===== src/rtl/if_fetch_ctrl_if.sv =====
// rtl/if_fetch_ctrl_if.sv - fetch controller bus: instruction memory, redirect and decode handshake
interface if_fetch_ctrl_if #(
  parameter int ADDR_W = 8,
  parameter int DATA_W = 32
);
  logic [ADDR_W-1:0] imem_addr;
  logic [DATA_W-1:0] imem_rdata;
  logic              redirect_valid;
  logic [ADDR_W-1:0] redirect_pc;
  logic              out_valid;
  logic              out_ready;
  logic [DATA_W-1:0] out_instr;
  logic [ADDR_W-1:0] out_pc;

  modport master (
    output imem_addr,
    input  imem_rdata,
    input  redirect_valid,
    input  redirect_pc,
    output out_valid,
    input  out_ready,
    output out_instr,
    output out_pc
  );

  modport slave (
    input  imem_addr,
    output imem_rdata,
    output redirect_valid,
    output redirect_pc,
    input  out_valid,
    output out_ready,
    input  out_instr,
    input  out_pc
  );
endinterface


===== src/rtl/if_fetch_ctrl.sv =====
// rtl/if_fetch_ctrl.sv - PC owner and 2-entry prefetch buffer feeding decode
// Optional halt-on-0xFFFFFFFF detection enabled by macro IF_HALT_DETECT_EN.
module if_fetch_ctrl #(
  parameter int                ADDR_W   = 8,
  parameter int                DATA_W   = 32,
  parameter logic [ADDR_W-1:0] RESET_PC = '0
) (
  input  logic            clk,
  input  logic            reset,
  input  logic            enable,
  output logic            busy,
`ifdef IF_HALT_DETECT_EN
  output logic            halted,
`endif
  if_fetch_ctrl_if.master bus
);

`ifdef IF_HALT_DETECT_EN
  typedef enum logic [1:0] {S_IDLE, S_FETCH, S_STALL, S_HALT} state_t;
`else
  typedef enum logic [1:0] {S_IDLE, S_FETCH, S_STALL} state_t;
`endif

  state_t            r_state;
  state_t            w_state_nxt;
  logic [ADDR_W-1:0] r_pc;
  logic [1:0]        r_count;
  logic [ADDR_W-1:0] r_head_pc;
  logic [DATA_W-1:0] r_head_instr;
  logic [ADDR_W-1:0] r_tail_pc;
  logic [DATA_W-1:0] r_tail_instr;
  logic              r_busy;

  logic              w_pop;
  logic              w_push;
  logic [ADDR_W-1:0] w_redirect_pc;
`ifdef IF_HALT_DETECT_EN
  logic              r_halted;
  logic              w_halt_word;
`endif

  assign w_pop         = (r_count != 2'd0) && bus.out_ready;
  assign w_push        = (r_state == S_FETCH) && !bus.redirect_valid &&
                         ((r_count != 2'd2) || w_pop);
  assign w_redirect_pc = bus.redirect_pc & ~ADDR_W'(3);
`ifdef IF_HALT_DETECT_EN
  assign w_halt_word   = w_push && (bus.imem_rdata == {DATA_W{1'b1}});
  assign halted        = r_halted;
`endif

  assign bus.imem_addr = r_pc;
  assign bus.out_valid = (r_count != 2'd0);
  assign bus.out_instr = r_head_instr;
  assign bus.out_pc    = r_head_pc;
  assign busy          = r_busy;

  // Redirect overrides every state, including IDLE and HALT.
  always_comb begin
    w_state_nxt = r_state;
    if (bus.redirect_valid) begin
      w_state_nxt = enable ? S_FETCH : S_IDLE;
    end else begin
      case (r_state)
        S_IDLE: begin
          if (enable) w_state_nxt = S_FETCH;
        end
        S_FETCH: begin
`ifdef IF_HALT_DETECT_EN
          if (w_halt_word) w_state_nxt = S_HALT;
          else
`endif
          if (!enable) w_state_nxt = S_IDLE;
          else if ((r_count == 2'd2) && !w_pop) w_state_nxt = S_STALL;
        end
        S_STALL: begin
          if (!enable) w_state_nxt = S_IDLE;
          else if (w_pop) w_state_nxt = S_FETCH;
        end
`ifdef IF_HALT_DETECT_EN
        S_HALT: w_state_nxt = S_HALT;
`endif
        default: w_state_nxt = S_IDLE;
      endcase
    end
  end

  always_ff @(posedge clk) begin
    if (reset) begin
      r_state  <= S_IDLE;
      r_busy   <= 1'b0;
      r_pc     <= RESET_PC;
`ifdef IF_HALT_DETECT_EN
      r_halted <= 1'b0;
`endif
    end else begin
      r_state  <= w_state_nxt;
      r_busy   <= (w_state_nxt == S_FETCH) || (w_state_nxt == S_STALL);
`ifdef IF_HALT_DETECT_EN
      r_halted <= (w_state_nxt == S_HALT);
`endif
      if (bus.redirect_valid) begin
        r_pc <= w_redirect_pc;
      end else if (w_push) begin
`ifdef IF_HALT_DETECT_EN
        if (!w_halt_word) r_pc <= r_pc + ADDR_W'(4);
`else
        r_pc <= r_pc + ADDR_W'(4);
`endif
      end
    end
  end

  // Head is always the oldest entry; the tail is only meaningful when count==2.
  always_ff @(posedge clk) begin
    if (reset) begin
      r_count      <= 2'd0;
      r_head_pc    <= '0;
      r_head_instr <= '0;
      r_tail_pc    <= '0;
      r_tail_instr <= '0;
    end else if (bus.redirect_valid) begin
      r_count <= 2'd0;
    end else begin
      case ({w_push, w_pop})
        2'b11: begin
          if (r_count == 2'd2) begin
            r_head_pc    <= r_tail_pc;
            r_head_instr <= r_tail_instr;
            r_tail_pc    <= r_pc;
            r_tail_instr <= bus.imem_rdata;
          end else begin
            r_head_pc    <= r_pc;
            r_head_instr <= bus.imem_rdata;
          end
        end
        2'b10: begin
          if (r_count == 2'd0) begin
            r_head_pc    <= r_pc;
            r_head_instr <= bus.imem_rdata;
            r_count      <= 2'd1;
          end else begin
            r_tail_pc    <= r_pc;
            r_tail_instr <= bus.imem_rdata;
            r_count      <= 2'd2;
          end
        end
        2'b01: begin
          if (r_count == 2'd2) begin
            r_head_pc    <= r_tail_pc;
            r_head_instr <= r_tail_instr;
          end
          r_count <= r_count - 2'd1;
        end
        default: begin
        end
      endcase
    end
  end

endmodule


===== src/flat_wrapper.sv =====
// flat-port wrapper written by rule: the top's interface ports become plain ports
module if_fetch_ctrl_flat 
#(
  parameter int                ADDR_W   = 8,
  parameter int                DATA_W   = 32,
  parameter logic [ADDR_W-1:0] RESET_PC = '0
)
  (clk, reset, enable, busy, bus_imem_addr, bus_imem_rdata, bus_redirect_valid, bus_redirect_pc, bus_out_valid, bus_out_ready, bus_out_instr, bus_out_pc);
  if_fetch_ctrl_if #(.ADDR_W(ADDR_W), .DATA_W(DATA_W)) bus_i ();
  input  logic clk;
  input  logic reset;
  input  logic enable;
  output logic busy;
  output wire logic [$bits(bus_i.imem_addr)-1:0] bus_imem_addr;
  input wire logic [$bits(bus_i.imem_rdata)-1:0] bus_imem_rdata;
  input wire logic [$bits(bus_i.redirect_valid)-1:0] bus_redirect_valid;
  input wire logic [$bits(bus_i.redirect_pc)-1:0] bus_redirect_pc;
  output wire logic [$bits(bus_i.out_valid)-1:0] bus_out_valid;
  input wire logic [$bits(bus_i.out_ready)-1:0] bus_out_ready;
  output wire logic [$bits(bus_i.out_instr)-1:0] bus_out_instr;
  output wire logic [$bits(bus_i.out_pc)-1:0] bus_out_pc;
  assign bus_imem_addr = bus_i.imem_addr;
  assign bus_i.imem_rdata = bus_imem_rdata;
  assign bus_i.redirect_valid = bus_redirect_valid;
  assign bus_i.redirect_pc = bus_redirect_pc;
  assign bus_out_valid = bus_i.out_valid;
  assign bus_i.out_ready = bus_out_ready;
  assign bus_out_instr = bus_i.out_instr;
  assign bus_out_pc = bus_i.out_pc;
  if_fetch_ctrl #(.ADDR_W(ADDR_W), .DATA_W(DATA_W), .RESET_PC(RESET_PC)) u_core (.clk(clk), .reset(reset), .enable(enable), .busy(busy), .bus(bus_i));
endmodule

===== config.mk =====
export PLATFORM = sky130hd
export DESIGN_NAME = if_fetch_ctrl_flat
export DESIGN_NICKNAME = d
export VERILOG_FILES = /design/src/rtl/if_fetch_ctrl_if.sv /design/src/rtl/if_fetch_ctrl.sv /design/src/flat_wrapper.sv
export SDC_FILE = /design/constraint.sdc
export NUM_CORES = 1
export LEC_CHECK = 0
export CAP_MARGIN = 40
export CORE_ASPECT_RATIO = 1.5
export CORE_MARGIN = 2
export CORE_UTILIZATION = 44
export CTS_BUF_LIST = sky130_fd_sc_hd__clkbuf_16
export CTS_CLUSTER_DIAMETER = 150
export CTS_CLUSTER_SIZE = 25
export DETAILED_ROUTE_END_ITERATION = 16
export GPL_TIMING_DRIVEN = 0
export PLACE_DENSITY = 0.76
export SETUP_SLACK_MARGIN = 0.3
export SLEW_MARGIN = 25
export SYNTH_ARGS = -nofsm -noshare
export SYNTH_HDL_FRONTEND = slang
export SYNTH_SLANG_ARGS = --single-unit

===== constraint.sdc =====
create_clock -name clk -period 1.96 [get_ports clk]
set_input_delay 0.294 -clock clk [delete_from_list [all_inputs] [get_ports clk]]
set_output_delay 0.294 -clock clk [all_outputs]
set_load 0.03 [all_outputs]

Word-level counts from Yosys, hierarchy flattened
Index checks and enable logic that the tools add are counted.
{"block": "totals", "ff_bits": 93, "output_inout_bits": 50, "wordCells": 69}
{"block": "op_classes", "n_addsub": 2, "eq_ne": 13, "n_mux": 26, "bitwise": 1, "reduce_logical": 18}
{"operator": "32-bit two-way mux", "n": 5}
{"operator": "32-bit case mux with 3 select lines", "n": 1}
{"operator": "32-bit case mux with 2 select lines", "n": 1}
{"operator": "8-bit two-way mux", "n": 7}
{"operator": "8-bit case mux with 3 select lines", "n": 1}
{"operator": "8-bit case mux with 2 select lines", "n": 1}
{"operator": "2-bit two-way mux", "n": 7}
{"operator": "2-bit == test (second input constant)", "n": 5}
{"operator": "8-bit by 3-bit adder with 8-bit output (second input constant)", "n": 1}
{"operator": "4-bit AND reduction", "n": 2}
{"operator": "2-bit nonzero test", "n": 4}
{"operator": "2-bit by 1-bit == test with 1-bit output (second input constant)", "n": 3}
{"operator": "2-bit by 1-bit != test with 1-bit output (second input constant)", "n": 3}
{"operator": "2-bit case mux with 3 select lines", "n": 1}
{"operator": "1-bit logical AND", "n": 4}
{"operator": "2-bit logical NOT", "n": 2}
{"operator": "2-bit != test (second input constant)", "n": 2}
{"operator": "2-bit case mux with 2 select lines", "n": 1}
{"operator": "3-bit nonzero test", "n": 1}
{"operator": "1-bit logical NOT", "n": 2}
{"operator": "1-bit logical OR", "n": 2}
{"operator": "2-bit OR reduction", "n": 1}
{"operator": "2-bit by 1-bit subtractor with 2-bit output (second input constant)", "n": 1}
{"operator": "1-bit two-way mux", "n": 1}
{"operator": "1-bit inverter", "n": 1}

Logic depth before layout (Yosys ltp)
{"block": "logic_depth", "depth_word": 10, "ltp_mapped": 9}

Worst setup path before layout
No wires, ideal clock.
{"block": "synth_timing", "path_type": "reg2reg", "startpoint": "reg u_core.r_count[0]", "endpoint": "reg u_core.r_head_pc[2], in the netlist u_core.bus.out_pc[2]", "setup_ns": 0.091, "arrival_time_ns": 1.852, "slack_ns": 0.017, "stages_incl_launch_ff": 10, "period_less_slack_ns": 1.943, "path_cell_list": "dfxtp_1 > inv_1 > ha_1 > buf_2 > nor3b_1 > o221a_2 > buf_2 > buf_1 > nor2_1 > a311oi_1"}
{"block": "synth_via", "elab_chain_cells": 7}
{"item": "start: declaration", "line_no": "if_fetch_ctrl.sv:27", "text": "logic [1:0] r_count;"}
{"item": "start signal: assignment", "line_no": "if_fetch_ctrl.sv:152", "text": "r_count <= r_count - 2'd1;"}
{"item": "2-bit nonzero test", "line_no": "if_fetch_ctrl.sv:42", "text": "assign w_pop = (r_count != 2'd0) && bus.out_ready;"}
{"item": "1-bit logical AND", "line_no": "if_fetch_ctrl.sv:42"}
{"item": "1-bit logical OR", "line_no": "if_fetch_ctrl.sv:44", "text": "((r_count != 2'd2) || w_pop);"}
{"item": "1-bit logical AND", "line_no": "if_fetch_ctrl.sv:43", "text": "assign w_push = (r_state == S_FETCH) && !bus.redirect_valid &&"}
{"item": "2-bit by 1-bit == test with 1-bit output / 2-bit == test (equally long branches)", "line_no": "if_fetch_ctrl.sv:124", "text": "case ({w_push, w_pop})"}
{"item": "2-bit by 1-bit != test with 1-bit output (no source line) / 3-bit nonzero test (equally long branches)"}
{"item": "4-bit AND reduction (no source line)"}
{"item": "end signal: assignment", "line_no": "if_fetch_ctrl.sv:127", "text": "r_head_pc <= r_tail_pc;"}
{"item": "end signal: assignment", "line_no": "if_fetch_ctrl.sv:132", "text": "r_head_pc <= r_pc;"}
{"item": "end signal: assignment", "line_no": "if_fetch_ctrl.sv:138", "text": "r_head_pc <= r_pc;"}
{"item": "end: declaration", "line_no": "if_fetch_ctrl.sv:28", "text": "logic [ADDR_W-1:0] r_head_pc;"}
Parallel ways exist; a longest one is shown, timed or not.
A chain may end at the register's enable or synchronous reset.

Final worst setup path
{"block": "layout_timing", "startpoint": "reg u_core.r_count[0]", "endpoint": "reg u_core.r_head_instr[1], in the netlist u_core.bus.out_instr[1]"}
{"block": "layout_via", "elab_chain_cells": 7}
{"item": "2-bit nonzero test", "line_no": "if_fetch_ctrl.sv:42"}
{"item": "1-bit logical AND", "line_no": "if_fetch_ctrl.sv:42"}
{"item": "1-bit logical OR", "line_no": "if_fetch_ctrl.sv:44"}
{"item": "1-bit logical AND", "line_no": "if_fetch_ctrl.sv:43"}
{"item": "2-bit by 1-bit == test with 1-bit output / 2-bit == test (equally long branches)", "line_no": "if_fetch_ctrl.sv:124"}
{"item": "2-bit by 1-bit != test with 1-bit output (no source line) / 3-bit nonzero test (equally long branches)"}
{"item": "4-bit AND reduction (no source line)"}
{"item": "end signal: assignment", "line_no": "if_fetch_ctrl.sv:128", "text": "r_head_instr <= r_tail_instr;"}
{"item": "end signal: assignment", "line_no": "if_fetch_ctrl.sv:133", "text": "r_head_instr <= bus.imem_rdata;"}
{"item": "end signal: assignment", "line_no": "if_fetch_ctrl.sv:139", "text": "r_head_instr <= bus.imem_rdata;"}
{"item": "end: declaration", "line_no": "if_fetch_ctrl.sv:29", "text": "logic [DATA_W-1:0] r_head_instr;"}
Parallel ways exist; a longest one is shown, timed or not.

==> flow_metrics.env <==
export IMPL_status="complete, but fails checks"
export IMPL_violations="setup timing"
export IMPL_drv_cap=0
export IMPL_fin_crit_sh_pct=110
export IMPL_drv_slew=0
export IMPL_initial_core_util_pct=45.7
export IMPL_yosysSeqAreaShare_pct=47.3
export IMPL_ir_drop_mv=0.541
export IMPL_async_reset_ff_share_pct=0
export IMPL_placedCellCount=661
export IMPL_ios=95
export IMPL_fin_crit_ns=2.16
export IMPL_min_delay_worst_endpoint="u_core.r_tail_instr[28]"
export IMPL_synth_area_per_cell_sq_um=7.92
export IMPL_synth_cell_types=38
export IMPL_grt_util_met3_pct=5.53
export IMPL_multiInputGateArea_sq_um=2540
export IMPL_routed_wirelength_mm=16.2
export IMPL_grt_max_degree=13
export IMPL_dieArea_sq_um=9140
export IMPL_synth_ff_type="dfxtp_1"
export IMPL_remaining_drc_errors=0
export IMPL_grt_busiest_layer="met2"
export IMPL_globalplace_congestion=0.836
export IMPL_die_w_um=78.7
export IMPL_die_h_um=116
export IMPL_r2r_end="u_core.bus.out_instr[1]"
export IMPL_coreArea_sq_um=8060
export IMPL_max_slew_margin_pct=50.8
export IMPL_layout_nets=665
export IMPL_timing_rr_start="u_core.r_count[0]"
export IMPL_power_leakage_nw=2.96
export IMPL_clkSinkCount=87
export IMPL_drt_iter0_drc=294
export IMPL_post_drt_wl_per_cell_um=22.4
export IMPL_final_setup_skew_ns=0.00524
export IMPL_fin_ws_ns=-0.204
export IMPL_hold_slack_ns=0.483
export IMPL_startpoint_type="register"
export IMPL_grt_pass1_vias=3842
export IMPL_grt_setup_unrepaired="true"
export IMPL_grt_pass1_wl_mm=19.5
export IMPL_area_delta_synth_final_pct=84.0
export IMPL_clockBufferDepth=2
export IMPL_hold_viol=0
export IMPL_htreeDepth=3
export IMPL_syn_inst=465
export IMPL_yosys_warnings=0
export IMPL_setup_violations=11
export IMPL_cp_end_kind="register"
export IMPL_viasPerCell=6.07
export IMPL_r2r_slack_ns=-0.20
export IMPL_ant_nets=0
export IMPL_cp_required_ns=2.18
export IMPL_first_pass_iters=5
export IMPL_grt_overflow=0
export IMPL_cts_made_buffers=9
export IMPL_placementRows=40
export IMPL_cts_root_buf="clkbuf_16"
export IMPL_clkTransAtPathRegs_ns=0.06
export IMPL_place_port_buffers=88
export IMPL_fmax_mhz=462
export IMPL_dr_total_vias=4399
export IMPL_reg2reg_depth=9
export IMPL_crit_fanout=8
export IMPL_final_cells=725
export IMPL_setup_tns_ns=-0.411
export IMPL_antenna_found_initial=0
export IMPL_min_from="u_core.r_tail_instr[28]"
export IMPL_hold_path_class="reg -> reg"
export IMPL_p_per_area_nw_per_um2=616
export IMPL_drive_gt1_share_pct=41.1
export IMPL_num_antenna_cells=0
export IMPL_tightestPinTransition_ns=0.738
export IMPL_path_class="reg -> reg"
export IMPL_clk_latency_ns=0.35
export IMPL_seqCellArea_sq_um=1750
export IMPL_use_met1_pct=28.8
export IMPL_ys_seq_elements=87
export IMPL_min_path_cells=2
export IMPL_cp_data_arrival_time_ns=2.39
export IMPL_nFillCells=401
export IMPL_syn_cell_area_sq_um=3680
export IMPL_synth_enable_flop_cells=0
export IMPL_met2_usage_pct=54.2
export IMPL_track_usage_pct=27.9
export IMPL_dp_hpwl_mm=7.01
export IMPL_cts_tree="built"
## routing by layer
metal	part of all wire, %	vias to the layer above
met5	0	-
met4	7.9	0
met3	5.6	120
met2	53	274
met1	34	2131
li1	-	1874
## worst max-delay path, stage by stage, from the launching register on
cell	delay, ns
dfxtp_4	0.38
inv_6	0.05
ha_4	0.16
buf_6	0.13
and2b_2	0.26
a21o_1	0.20
buf_6	0.20
buf_8	0.15
nand2_1	0.11
a311oi_1	0.39
## worst max path at each step
| stage | from | endpoint | slack [ns] | cells past startpoint |
|---|---|---|---|---|
| global placement | bus_redirect_valid | u_core.bus.out_instr[28] | -0.34 | 8 |
| detailed placement | bus_redirect_valid | u_core.bus.out_instr[30] | -0.39 | 8 |
| finish | u_core.r_count[0] | u_core.bus.out_instr[1] | -0.20 | 9 |
| global route | u_core.r_count[1] | u_core.bus.out_instr[1] | -0.22 | 9 |
| floorplan | u_core.r_count[0] | u_core.r_tail_instr[11] | 0.29 | 9 |
| CTS | u_core.r_count[1] | u_core.bus.out_instr[30] | 0.14 | 9 |
## synth_stat cells, types with 5 or more instances
cell	count	share of area [%]
nand2_1	154	16
dfxtp_1	87	47
nor2_1	47	4.8
a21oi_1	43	5.8
a311oi_1	39	9.3
clkbuf_1	15	1.5
buf_2	11	1.5
inv_1	8	0.81
buf_4	7	1.4
a211oi_1	6	1.2
buf_1	5	0.51
## what timing repair did
action,4_1_cts,5_1_grt
pin swaps,67,87
gates cloned,8,5
gates resized for setup,136,189
setup endpoints to repair,102,106
hold buffers,0,0
setup buffers,29,8
## where the power goes
part / total [mW] / switching, mW / internal [mW] / leakage (nW)
clock network: 1.52 / 0.699 / 0.826 / 0.135
registers: 1.87 / 0.0511 / 1.82 / 0.710
logic: 0.776 / 0.434 / 0.342 / 2.11
total: 4.18 / 1.18 / 2.99 / 2.96
## kinds of logic after synthesis
group | count (synthesis) | share of synthesized area [%]
AO/OA/AOI/OAI | 101 | 19.6
XOR/XNOR | 5 | 1.19
adder cells (fa/ha/maj) | 3 | 1.02
buffers and inverters | 50 | 6.99
flip-flops | 87 | 47.3
multiplexers | 2 | 0.577
other | 1 | 0.102
AND/OR/NAND/NOR | 216 | 23.3
## layout by cell type (no fill, tap or decap), types with 4 or more instances in the layout
| cell type | instances |
|---|---|
| a21oi_1 | 4 |
| a21oi_2 | 37 |
| a311oi_1 | 12 |
| a311oi_2 | 27 |
| buf_12 | 7 |
| buf_16 | 5 |
| buf_4 | 21 |
| buf_6 | 26 |
| buf_8 | 13 |
| clkbuf_1 | 6 |
| clkbuf_16 | 16 |
| clkbuf_2 | 5 |
| clkdlybuf4s50_1 | 47 |
| conb_1 | 4 |
| dfxtp_1 | 83 |
| dlygate4sd2_1 | 19 |
| dlymetal6s2s_1 | 21 |
| inv_1 | 9 |
| nand2_1 | 91 |
| nand2_2 | 19 |
| nand2_4 | 44 |
| nand3_1 | 4 |
| nor2_1 | 45 |
| xnor2_1 | 4 |
## per-stage QoR
stage	util [%]	power (mW)	instance area, sq um	setup slack, ns
2_1_floorplan	-	2.22	3790	0.286
3_3_place_gp	59.6	2.47	4800	-0.335
3_5_place_dp	59.6	2.48	4800	-0.386
4_1_cts	73.1	4.02	5890	0.144
5_1_grt	84.1	4.30	6780	-0.218
6_report	84.1	4.18	6780	-0.204
## state kept, by name (all words and copies together), names as in the netlist
register,flops
u_core.busy,1
u_core.bus.imem_addr,6
u_core.r_count,2
u_core.r_tail_pc,6
u_core.bus.out_pc,6
u_core.bus.out_instr,32
u_core.r_tail_instr,32
u_core.r_state,2
## area by class of cell
cell class              instances  share of cell area [%]
well taps                     105                    1.94
inverters                       8                   0.554
clock inverters                 5                   0.314
plain buffers                  42                    7.10
flip-flops and latches         87                    25.9
repair buffers                138                    23.5
clock buffers                   9                    3.32
multi-input cells             331                    37.4
(Power assumes the default switching activity.)
